## src/rtl/pe_start_fifo_srl.sv

```systemverilog
// pe_start_fifo_srl: shift-register start-token FIFO with show-ahead read; define PE_FIFO_ERR_CHK_EN to add the sticky if_err port
module pe_start_fifo_srl #(
  parameter int DATA_WIDTH = 1,
  parameter int ADDR_WIDTH = 1,
  parameter int DEPTH      = 2
) (
  input  logic                  clk,
  input  logic                  reset,
  input  logic                  if_write_ce,
  input  logic                  if_write,
  input  logic [DATA_WIDTH-1:0] if_din,
  output logic                  if_full_n,
  input  logic                  if_read_ce,
  input  logic                  if_read,
  output logic [DATA_WIDTH-1:0] if_dout,
  output logic                  if_empty_n,
  output logic [ADDR_WIDTH:0]   if_num_data_valid
`ifdef PE_FIFO_ERR_CHK_EN
  ,
  output logic                  if_err
`endif
);
  localparam logic [ADDR_WIDTH:0] DEPTH_C = (ADDR_WIDTH+1)'(DEPTH);
  logic [DATA_WIDTH-1:0] mem_q [DEPTH];
  logic [ADDR_WIDTH:0]   count_q, count_d, count_m1;
  logic [ADDR_WIDTH-1:0] raddr;
  logic                  full_n_q, empty_n_q, push, pop;
  always_comb begin
    push     = if_write & if_write_ce & full_n_q;
    pop      = if_read & if_read_ce & empty_n_q;
    count_d  = (push & ~pop) ? count_q + 1'b1 : (pop & ~push) ? count_q - 1'b1 : count_q;
    count_m1 = count_q - 1'b1;
    raddr    = (count_q != '0) ? count_m1[ADDR_WIDTH-1:0] : '0;
  end
  // newest entry lands at index 0, so the oldest sits at count-1
  always_ff @(posedge clk)
    if (push) begin
      mem_q[0] <= if_din;
      for (int i = 1; i < DEPTH; i++) mem_q[i] <= mem_q[i-1];
    end
  always_ff @(posedge clk)
    if (reset) begin
      count_q   <= '0;
      empty_n_q <= 1'b0;
      full_n_q  <= 1'b1;
    end else begin
      count_q   <= count_d;
      empty_n_q <= count_d != '0;
      full_n_q  <= count_d != DEPTH_C;
    end
  assign if_dout           = mem_q[raddr];
  assign if_full_n         = full_n_q;
  assign if_empty_n        = empty_n_q;
  assign if_num_data_valid = count_q;
`ifdef PE_FIFO_ERR_CHK_EN
  logic err_q;
  always_ff @(posedge clk)
    if (reset) err_q <= 1'b0;
    else err_q <= err_q | (if_write & if_write_ce & ~full_n_q) | (if_read & if_read_ce & ~empty_n_q);
  assign if_err = err_q;
`endif
endmodule

```

## config.mk

```make
export PLATFORM = sky130hd
export DESIGN_NAME = pe_start_fifo_srl
export DESIGN_NICKNAME = d
export VERILOG_FILES = /design/src/rtl/pe_start_fifo_srl.sv
export SDC_FILE = /design/constraint.sdc
export NUM_CORES = 1
export LEC_CHECK = 0
export ABC_AREA = 1
export CORE_AREA = 2 2 39 41
export CTS_BUF_LIST = sky130_fd_sc_hd__clkbuf_8
export DETAILED_ROUTE_END_ITERATION = 12
export DIE_AREA = 0 0 41 43
export GPL_TIMING_DRIVEN = 0
export MAX_ROUTING_LAYER = met4
export PLACE_DENSITY = 0.53
export SLEW_MARGIN = 20
export SYNTH_ARGS = -nofsm -noshare
export SYNTH_HDL_FRONTEND = slang
export SYNTH_SLANG_ARGS = --single-unit
```

## constraint.sdc

```tcl
create_clock -name clk -period 3.5 [get_ports clk]
set_clock_uncertainty 0.2 [all_clocks]
set_input_delay 0.525 -clock clk [delete_from_list [all_inputs] [get_ports clk]]
set_output_delay 0.525 -clock clk [all_outputs]
set_load 0.01 [all_outputs]
```

==> out/results.md, run 1 <==
| Stage | Quantity | Value |
| --- | --- | --- |
| sta | Final-layout worst hold slack | 0.253 ns |
| floorplanning | Starting density of the core | 20.9% |
| sta | Post-layout minimum cycle time | 2.33 ns |
| clock tree | Number of hold-repair buffers added at the cts stage | 0 |
| clock tree | Largest buffer count on any clock path | 2 |
| routing | Number of vias in the routed layout | 262 |
| sta | Fmax | 0.428 GHz |
| sta | Total negative setup slack | 0 ns |
| routing | Pre-Repair DR Iteration Count | 1 |
| logic synthesis | Post-Syn Instances | 36 |
| layout | # nets final | 60 |
| power | Worst vdd rail ir drop | 0.241 mV |
| power | Total power | 0.346 mW |
| clock tree | Clock root buffer | sky130_fd_sc_hd__clkbuf_8 |
| floorplanning | FP Rows | 14 |
| floorplanning | Die span in y | 43 µm |
| logic synthesis | Number of register bits inferred by synthesis | 6 |
| layout | Share of post-route cells with drive strength above 1 | 11.8% |
| logic synthesis | Syn_area_per_cell | 8.03 µm² |
| routing | Initial drt markers | 0 |
| logic synthesis | Count of unique library cells instantiated by Yosys | 10 |
| clock tree | Number of instances resized during post-cts repair | 0 |
| sta | Setup repair after global routing missed its margin | false |
| logic synthesis | Sequential cell area fraction in the yosys report | 48.5% |
| clock tree | TritonCTS clock tree | yes |
| setup path | Critical path peak fanout | 3 |
| routing | Wirelength per Cell | 8.12 µm |
| run | Number of max-cap violations | 0 |
| sta | Max-slew violation count | 0 |
| global routing | Antenna violations before repair | 0 |
| logic synthesis | Yosys warns | 0 |
| routing | Total Routed Length | 544 µm |
| floorplanning | Core footprint | 1380 µm² |
| global routing | Maximum number of pins on one net before global-route repair | 5 |
| setup path | Crit path kind | flip-flop to output port |
| layout | Fill count | 158 |
| routing | Count of antenna-violating nets left after detailed routing | 0 |
| logic synthesis | Cell Area, Synth | 289 µm² |
| clock tree | Number of clock buffers inserted by TritonCTS | 3 |
| layout | Non-Filler Instances | 67 |
| place | RD Place Congestion | 0.638 |
| floorplanning | Floorplan die area | 1760 µm² |
| setup path | Crit path capture type | output port |
| global routing | First-pass GRT wire length | 938 µm |
| outcome | Status | completed |
| floorplanning | Number of placed I/O pins | 12 |
| sta | Final Hold Violating Endpoints | 0 |
| sta | Worst-margin pin slew | 0.124 ns |
| clock tree | Setup Buffers After CTS | 0 |
| global routing | GRT Overall Usage | 8.25% |
| routing | Post-route DRC violation count | 0 |
| sta | Relative slew slack | 91.7% |
| clock tree | Number of sinks on the clock net | 6 |
| sta | Post-route setup slack | 1.17 ns |
| layout | Top library cells by usage in the layout, fill and taps aside | 11 x sky130_fd_sc_hd__nand2_1, 11 x sky130_fd_sc_hd__clkdlybuf4s50_1, 8 x sky130_fd_sc_hd__inv_1, 6 x sky130_fd_sc_hd__nand3_1, 4 x sky130_fd_sc_hd__dfxtp_1 |
| sta | Part of the cycle the worst path needs | 66.7% |
| global routing | Total global routing overflow | 0 |
| layout | Area overhead of the layout relative to synthesis | 60.6% |
| routing | Routed vias/inst | 3.91 |
| setup path | CP required | 2.77 ns |
| setup path | Nature of the critical path startpoint | flip-flop |
| sta | Finish-stage setup viols | 0 |
| clock tree | Clock insertion delay at the later pin of the skew report | 0.23 ns |
| place | Total instance count after detailed placement | 63 |
| clock tree | Clock input transition at the sequential cells of the worst setup and hold paths | 0.04 ns |
| logic synthesis | Post-synth net total | 44 |
| power | Pwr dens | 746 nW/µm² |
| global routing | Vias in the first global route | 253 |
| clock tree | Maximum level of the CTS H-tree | 1 |
| floorplanning | X dimension of the die | 41 µm |
| worst hold path | Hold WC Path Type | flip-flop to flip-flop |
| layout | Antenna diode count | 0 |
| place | PortBufs | 11 |
| setup path | Arrival time at the worst endpoint | 1.61 ns |
| power | Static Leakage | 0.228 nW |
| place | Placement-stage worst setup slack | 1.39 ns |
[cell type report]
class	count	area [µm²]	share of cell area (%)
flip-flops and latches	6	140	30.2
multi-input cells	23	123	26.4
repair buffers	11	110	23.7
clock buffers	3	41.3	8.89
inverters	7	26.3	5.66
well taps	16	20.0	4.31
clock inverters	1	3.75	0.809
[path summary, 6_finish.rpt]
| check | startpoint | slack, ns | to | depth (start not counted) |
|---|---|---|---|---|
| min | mem_q[0] | 0.25 | mem_q[1] | 0 |
| min reg2reg | mem_q[0] | 0.25 | mem_q[1] | 0 |
| max reg2reg | if_num_data_valid[0] | 2.16 | if_empty_n | 8 |
| max | if_num_data_valid[0] | 1.17 | if_dout | 4 |
[routing by layer]
metal  GRT usage [%]  vias to the layer above  wire length (µm)
li1                -                      140                 -
met1            8.09                      111               228
met2            12.2                        9               235
met3            3.66                        2                64
met4            6.00                        0                16
met5               -                        -                 0
[critical path, cell delays in order (launching register included)]
cell,delay (ns)
sky130_fd_sc_hd__dfxtp_1,0.34
sky130_fd_sc_hd__inv_1,0.07
sky130_fd_sc_hd__ha_1,0.20
sky130_fd_sc_hd__mux2_1,0.30
sky130_fd_sc_hd__clkdlybuf4s50_1,0.47
[logic make-up after synthesis]
group / share of synthesized area [%]
buffers and inverters: 9.09
muxes: 3.90
and+or+nand+nor: 34.2
adders and majority gates: 4.33
DFF: 48.5
[registers in the layout, indices dropped and copies added, names as in the netlist]
| name | cells |
|---|---|
| if_num_data_valid | 2 |
| mem_q | 2 |
| if_empty_n | 1 |
| if_full_n | 1 |
[synthesized netlist by cell type]
cell                       count  area, µm²
sky130_fd_sc_hd__nand2_1      11       41.3
sky130_fd_sc_hd__inv_1         7       26.3
sky130_fd_sc_hd__nand3_1       6       30.0
sky130_fd_sc_hd__dfxtp_1       4       80.1
sky130_fd_sc_hd__edfxtp_1      2       60.1
sky130_fd_sc_hd__nand2_2       2       12.5
sky130_fd_sc_hd__ha_1          1       12.5
sky130_fd_sc_hd__mux2_1        1       11.3
sky130_fd_sc_hd__nor2_1        1       3.75
sky130_fd_sc_hd__nor2_4        1       11.3
[per-stage QoR]
stage | util (%) | cell area, µm²
after floorplan | - | 289
after global routing | 33.5 | 464
after detailed placement | 30.3 | 419
after CTS | 33.5 | 464
after global placement | 30.3 | 419
final | 33.5 | 464
[power by group]
group | switching [mW] | internal (mW)
clock | 0.0316 | 0.0755
sequential | 0.0148 | 0.0940
combinational | 0.0599 | 0.0704
total | 0.106 | 0.240
Power figures use the tool's default switching activity.
==> inputs of run 2 (changes only) <==
--- a/config.mk
+++ b/config.mk
@@ -12,7 +12,7 @@
 export DIE_AREA = 0 0 41 43
 export GPL_TIMING_DRIVEN = 0
 export MAX_ROUTING_LAYER = met4
-export PLACE_DENSITY = 0.53
+export PLACE_DENSITY = 0.55
 export SLEW_MARGIN = 20
 export SYNTH_ARGS = -nofsm -noshare
 export SYNTH_HDL_FRONTEND = slang
==> constraint.sdc (replaced) <==
create_clock -name clk -period 1.9 [get_ports clk]
set_clock_uncertainty 0.2 [all_clocks]
set_input_delay 0.285 -clock clk [delete_from_list [all_inputs] [get_ports clk]]
set_output_delay 0.285 -clock clk [all_outputs]
set_load 0.01 [all_outputs]
==> run 2 against run 1 <==
Power grew 83%. Sequential cell count is the same. Setup slack lost 1.1 ns. Sequential power grew 83%. Die area is the same. First-iteration DRC count grew 5. Largest power group unchanged. Clock power grew 80%. Sequential share of layout area grew 0.19 points.
==> out/results.md, run 2 (synthesized netlist as in run 1, its figures left out) <==
| Stage | Quantity | Value | Change |
| --- | --- | --- | --- |
| outcome | Status | completed | unchanged |
| power | Total power | 0.634 mW | was 0.346 mW |
| layout | Fill count | 151 | was 158 |
| global routing | Antenna violations before repair | 0 | unchanged |
| layout | # nets final | 60 | unchanged |
| power | Static Leakage | 0.229 nW | was 0.228 nW |
| clock tree | TritonCTS clock tree | yes | unchanged |
| sta | Final Hold Violating Endpoints | 0 | unchanged |
| clock tree | Clock root buffer | sky130_fd_sc_hd__clkbuf_8 | unchanged |
| floorplanning | X dimension of the die | 41 µm | unchanged |
| setup path | Critical path peak fanout | 3 | unchanged |
| layout | Most frequent standard cell in the layout excluding fill and tap cells | sky130_fd_sc_hd__nand2_1 |  |
| floorplanning | Starting density of the core | 20.9% | unchanged |
| sta | Total negative setup slack | 0 ns | unchanged |
| place | Placement-stage worst setup slack | 0.0317 ns | was 1.39 ns |
| setup path | Critical Path, Cell by Cell | inv_1, ha_1, mux2_1, clkdlybuf4s15_1 | was inv_1, ha_1, mux2_1, clkdlybuf4s50_1 |
| routing | Initial drt markers | 5 | was 0 |
| routing | Pre-Repair DR Iteration Count | 3 | was 1 |
| setup path | Crit path capture type | output port | unchanged |
| clock tree | Clock input transition at the sequential cells of the worst setup and hold paths | 0.04 ns | about the same |
| place | PortBufs | 11 | unchanged |
| clock tree | Largest buffer count on any clock path | 2 | unchanged |
| setup path | Number of buffers and inverters on the critical path | 2 | unchanged |
| routing | Wirelength per Cell | 7.72 µm | was 8.12 µm |
| routing | Count of antenna-violating nets left after detailed routing | 0 | unchanged |
| sta | Post-route setup slack | 0.0877 ns | was 1.17 ns |
| sta | Fmax | 0.552 GHz |  |
| place | Total instance count after detailed placement | 63 | unchanged |
| setup path | CP required | 1.41 ns | was 2.77 ns |
| run | Number of max-cap violations | 0 | unchanged |
| global routing | Maximum number of pins on one net before global-route repair | 5 | unchanged |
| floorplanning | Number of placed I/O pins | 12 | unchanged |
| layout | Post-layout utilization of the core | 33.6% | was 33.5% |
| layout | Area of combinational cells with multiple inputs | 123 µm² | unchanged |
| routing | Total Routed Length | 517 µm | was 544 µm |
| sta | Setup repair after global routing missed its margin | false | unchanged |
| layout | Top library cells by usage in the layout, fill and taps aside | 11 x sky130_fd_sc_hd__nand2_1, 10 x sky130_fd_sc_hd__clkdlybuf4s50_1, 8 x sky130_fd_sc_hd__inv_1, 6 x sky130_fd_sc_hd__nand3_1 | was 11 x sky130_fd_sc_hd__nand2_1, 11 x sky130_fd_sc_hd__clkdlybuf4s50_1, 8 x sky130_fd_sc_hd__inv_1, 6 x sky130_fd_sc_hd__nand3_1, 4 x sky130_fd_sc_hd__dfxtp_1 |
| layout | Non-Filler Instances | 67 | unchanged |
| sta | Finish-stage setup viols | 0 | unchanged |
| floorplanning | Die span in y | 43 µm | unchanged |
| floorplanning | FP Rows | 14 | unchanged |
| power | Worst vdd rail ir drop | 0.591 mV | was 0.241 mV |
| floorplanning | Floorplan die area | 1760 µm² | unchanged |
| sta | Worst-margin pin slew | 0.126 ns | was 0.124 ns |
| routing | Routed vias/inst | 3.78 | was 3.91 |
| global routing | GRT Overall Usage | 8.14% | was 8.25% |
| setup path | Arrival time at the worst endpoint | 1.33 ns | was 1.61 ns |
| sta | Part of the cycle the worst path needs | 95.4% |  |
| clock tree | Clock insertion delay at the later pin of the skew report | 0.22 ns | was 0.23 ns |
| clock tree | Number of hold-repair buffers added at the cts stage | 0 | unchanged |
| clock tree | Number of clock buffers inserted by TritonCTS | 3 | unchanged |
| routing | Post-route DRC violation count | 0 | unchanged |
| setup path | Top cell family by delay on the critical path | flip-flops | was buffers and inverters |
| place | RD Place Congestion | 0.733 | was 0.638 |
| routing | Number of vias in the routed layout | 253 | was 262 |
| sta | Final-layout worst hold slack | 0.249 ns | was 0.253 ns |
| worst hold path | Hold WC Path Type | flip-flop to flip-flop | unchanged |
| setup path | Slowest stage cell on the critical path | sky130_fd_sc_hd__dfxtp_2 | was sky130_fd_sc_hd__clkdlybuf4s50_1 |
| clock tree | Maximum level of the CTS H-tree | 1 | unchanged |
| layout | Share of post-route cells with drive strength above 1 | 13.7% | was 11.8% |
| sta | Post-layout minimum cycle time | 1.81 ns |  |
| global routing | Total global routing overflow | 0 | unchanged |
| setup path | Crit path kind | flip-flop to output port | unchanged |
| layout | FF+latch area | 141 µm² | was 140 µm² |
| sta | Max-slew violation count | 0 | unchanged |
| clock tree | Number of sinks on the clock net | 6 | unchanged |
| sta | Relative slew slack | 91.6% | was 91.7% |
| floorplanning | Core footprint | 1380 µm² | unchanged |
| layout | Antenna diode count | 0 | unchanged |
| setup path | Maximum cell stage delay along the critical path | 0.32 ns | was 0.47 ns |
| setup path | Nature of the critical path startpoint | flip-flop | unchanged |
| power | Pwr dens | 1360 nW/µm² | was 746 nW/µm² |
| place | Post-place instance area | 419 µm² | unchanged |
| global routing | First-pass GRT wire length | 814 µm | was 938 µm |
| place | Placed wire-length estimate after detailed placement | 438 µm |  |
| layout | Layout Cell Area excl Fill | 465 µm² | was 464 µm² |
| global routing | Vias in the first global route | 231 | was 253 |
| layout | Area overhead of the layout relative to synthesis | 61.0% | was 60.6% |
==> run 2: changes by cell type in the layout (fill, tap and decap cells not counted), sizes merged <==
| cell | previous run | this run |
|---|---|---|
| clkdlybuf4s15 | 0 | 1 |
| clkdlybuf4s50 | 11 | 10 |
==> run 2: timing repair <==
| item | in CTS | in global routing |
|---|---|---|
| setup endpoints to repair | 1 | 1 |
| gates resized for setup | 2 | 1 |
| buffers inserted | 0 | 0 |
| gates cloned | 0 | 0 |
==> run 2: cell type report <==
class                   count  share of cell area [%]
multi-input cells          23                    26.3
well taps                  16                    4.30
flip-flops and latches      6                    30.4
inverters                   7                    5.65
repair buffers             11                    23.7
clock inverters             1                   0.806
clock buffers               3                    8.87
==> run 2: final timing paths <==
check                           depth (start not counted)  slack (ns)                  from         end
worst min-delay path                                    0        0.25              mem_q[0]    mem_q[1]
worst max register to register                          8        0.58  if_num_data_valid[0]  if_empty_n
worst min register to register                          0        0.25              mem_q[0]    mem_q[1]
worst max-delay path                                    4        0.09  if_num_data_valid[0]     if_dout
==> run 2: worst reg2reg max path, stage by stage, from the launching register on <==
cell and delay, ns:
sky130_fd_sc_hd__dfxtp_2 0.32, sky130_fd_sc_hd__inv_1 0.05, sky130_fd_sc_hd__ha_1 0.30, sky130_fd_sc_hd__inv_1 0.06, sky130_fd_sc_hd__nand2_1 0.04, sky130_fd_sc_hd__nand2_1 0.05, sky130_fd_sc_hd__nand2_1 0.06, sky130_fd_sc_hd__nand2_1 0.08
sky130_fd_sc_hd__nand2_1 0.05
==> run 2: layer usage <==
metal | GRT usage [%] | wire length, µm | vias up
met4 | 8.00 | 19 | 0
met5 | - | 0 | -
met1 | 6.47 | 195 | 101
met3 | 6.28 | 45 | 4
met2 | 10.9 | 256 | 8
li1 | - | - | 140
==> run 2: where the power goes <==
part           leakage (nW)  internal (mW)  total, mW  switching [mW]
Combinational         0.150          0.127      0.241           0.114
Sequential           0.0522          0.174      0.200          0.0260
Clock                0.0269          0.139      0.193          0.0546
==> inputs of run 3 (changes only) <==
--- a/config.mk
+++ b/config.mk
@@ -13,7 +13,7 @@
 export GPL_TIMING_DRIVEN = 0
 export MAX_ROUTING_LAYER = met4
 export PLACE_DENSITY = 0.55
-export SLEW_MARGIN = 20
+export SLEW_MARGIN = 30
 export SYNTH_ARGS = -nofsm -noshare
 export SYNTH_HDL_FRONTEND = slang
 export SYNTH_SLANG_ARGS = --single-unit
==> results of run 3 <==
No change in the layout: final DEF, timing and power equal those of run 2.
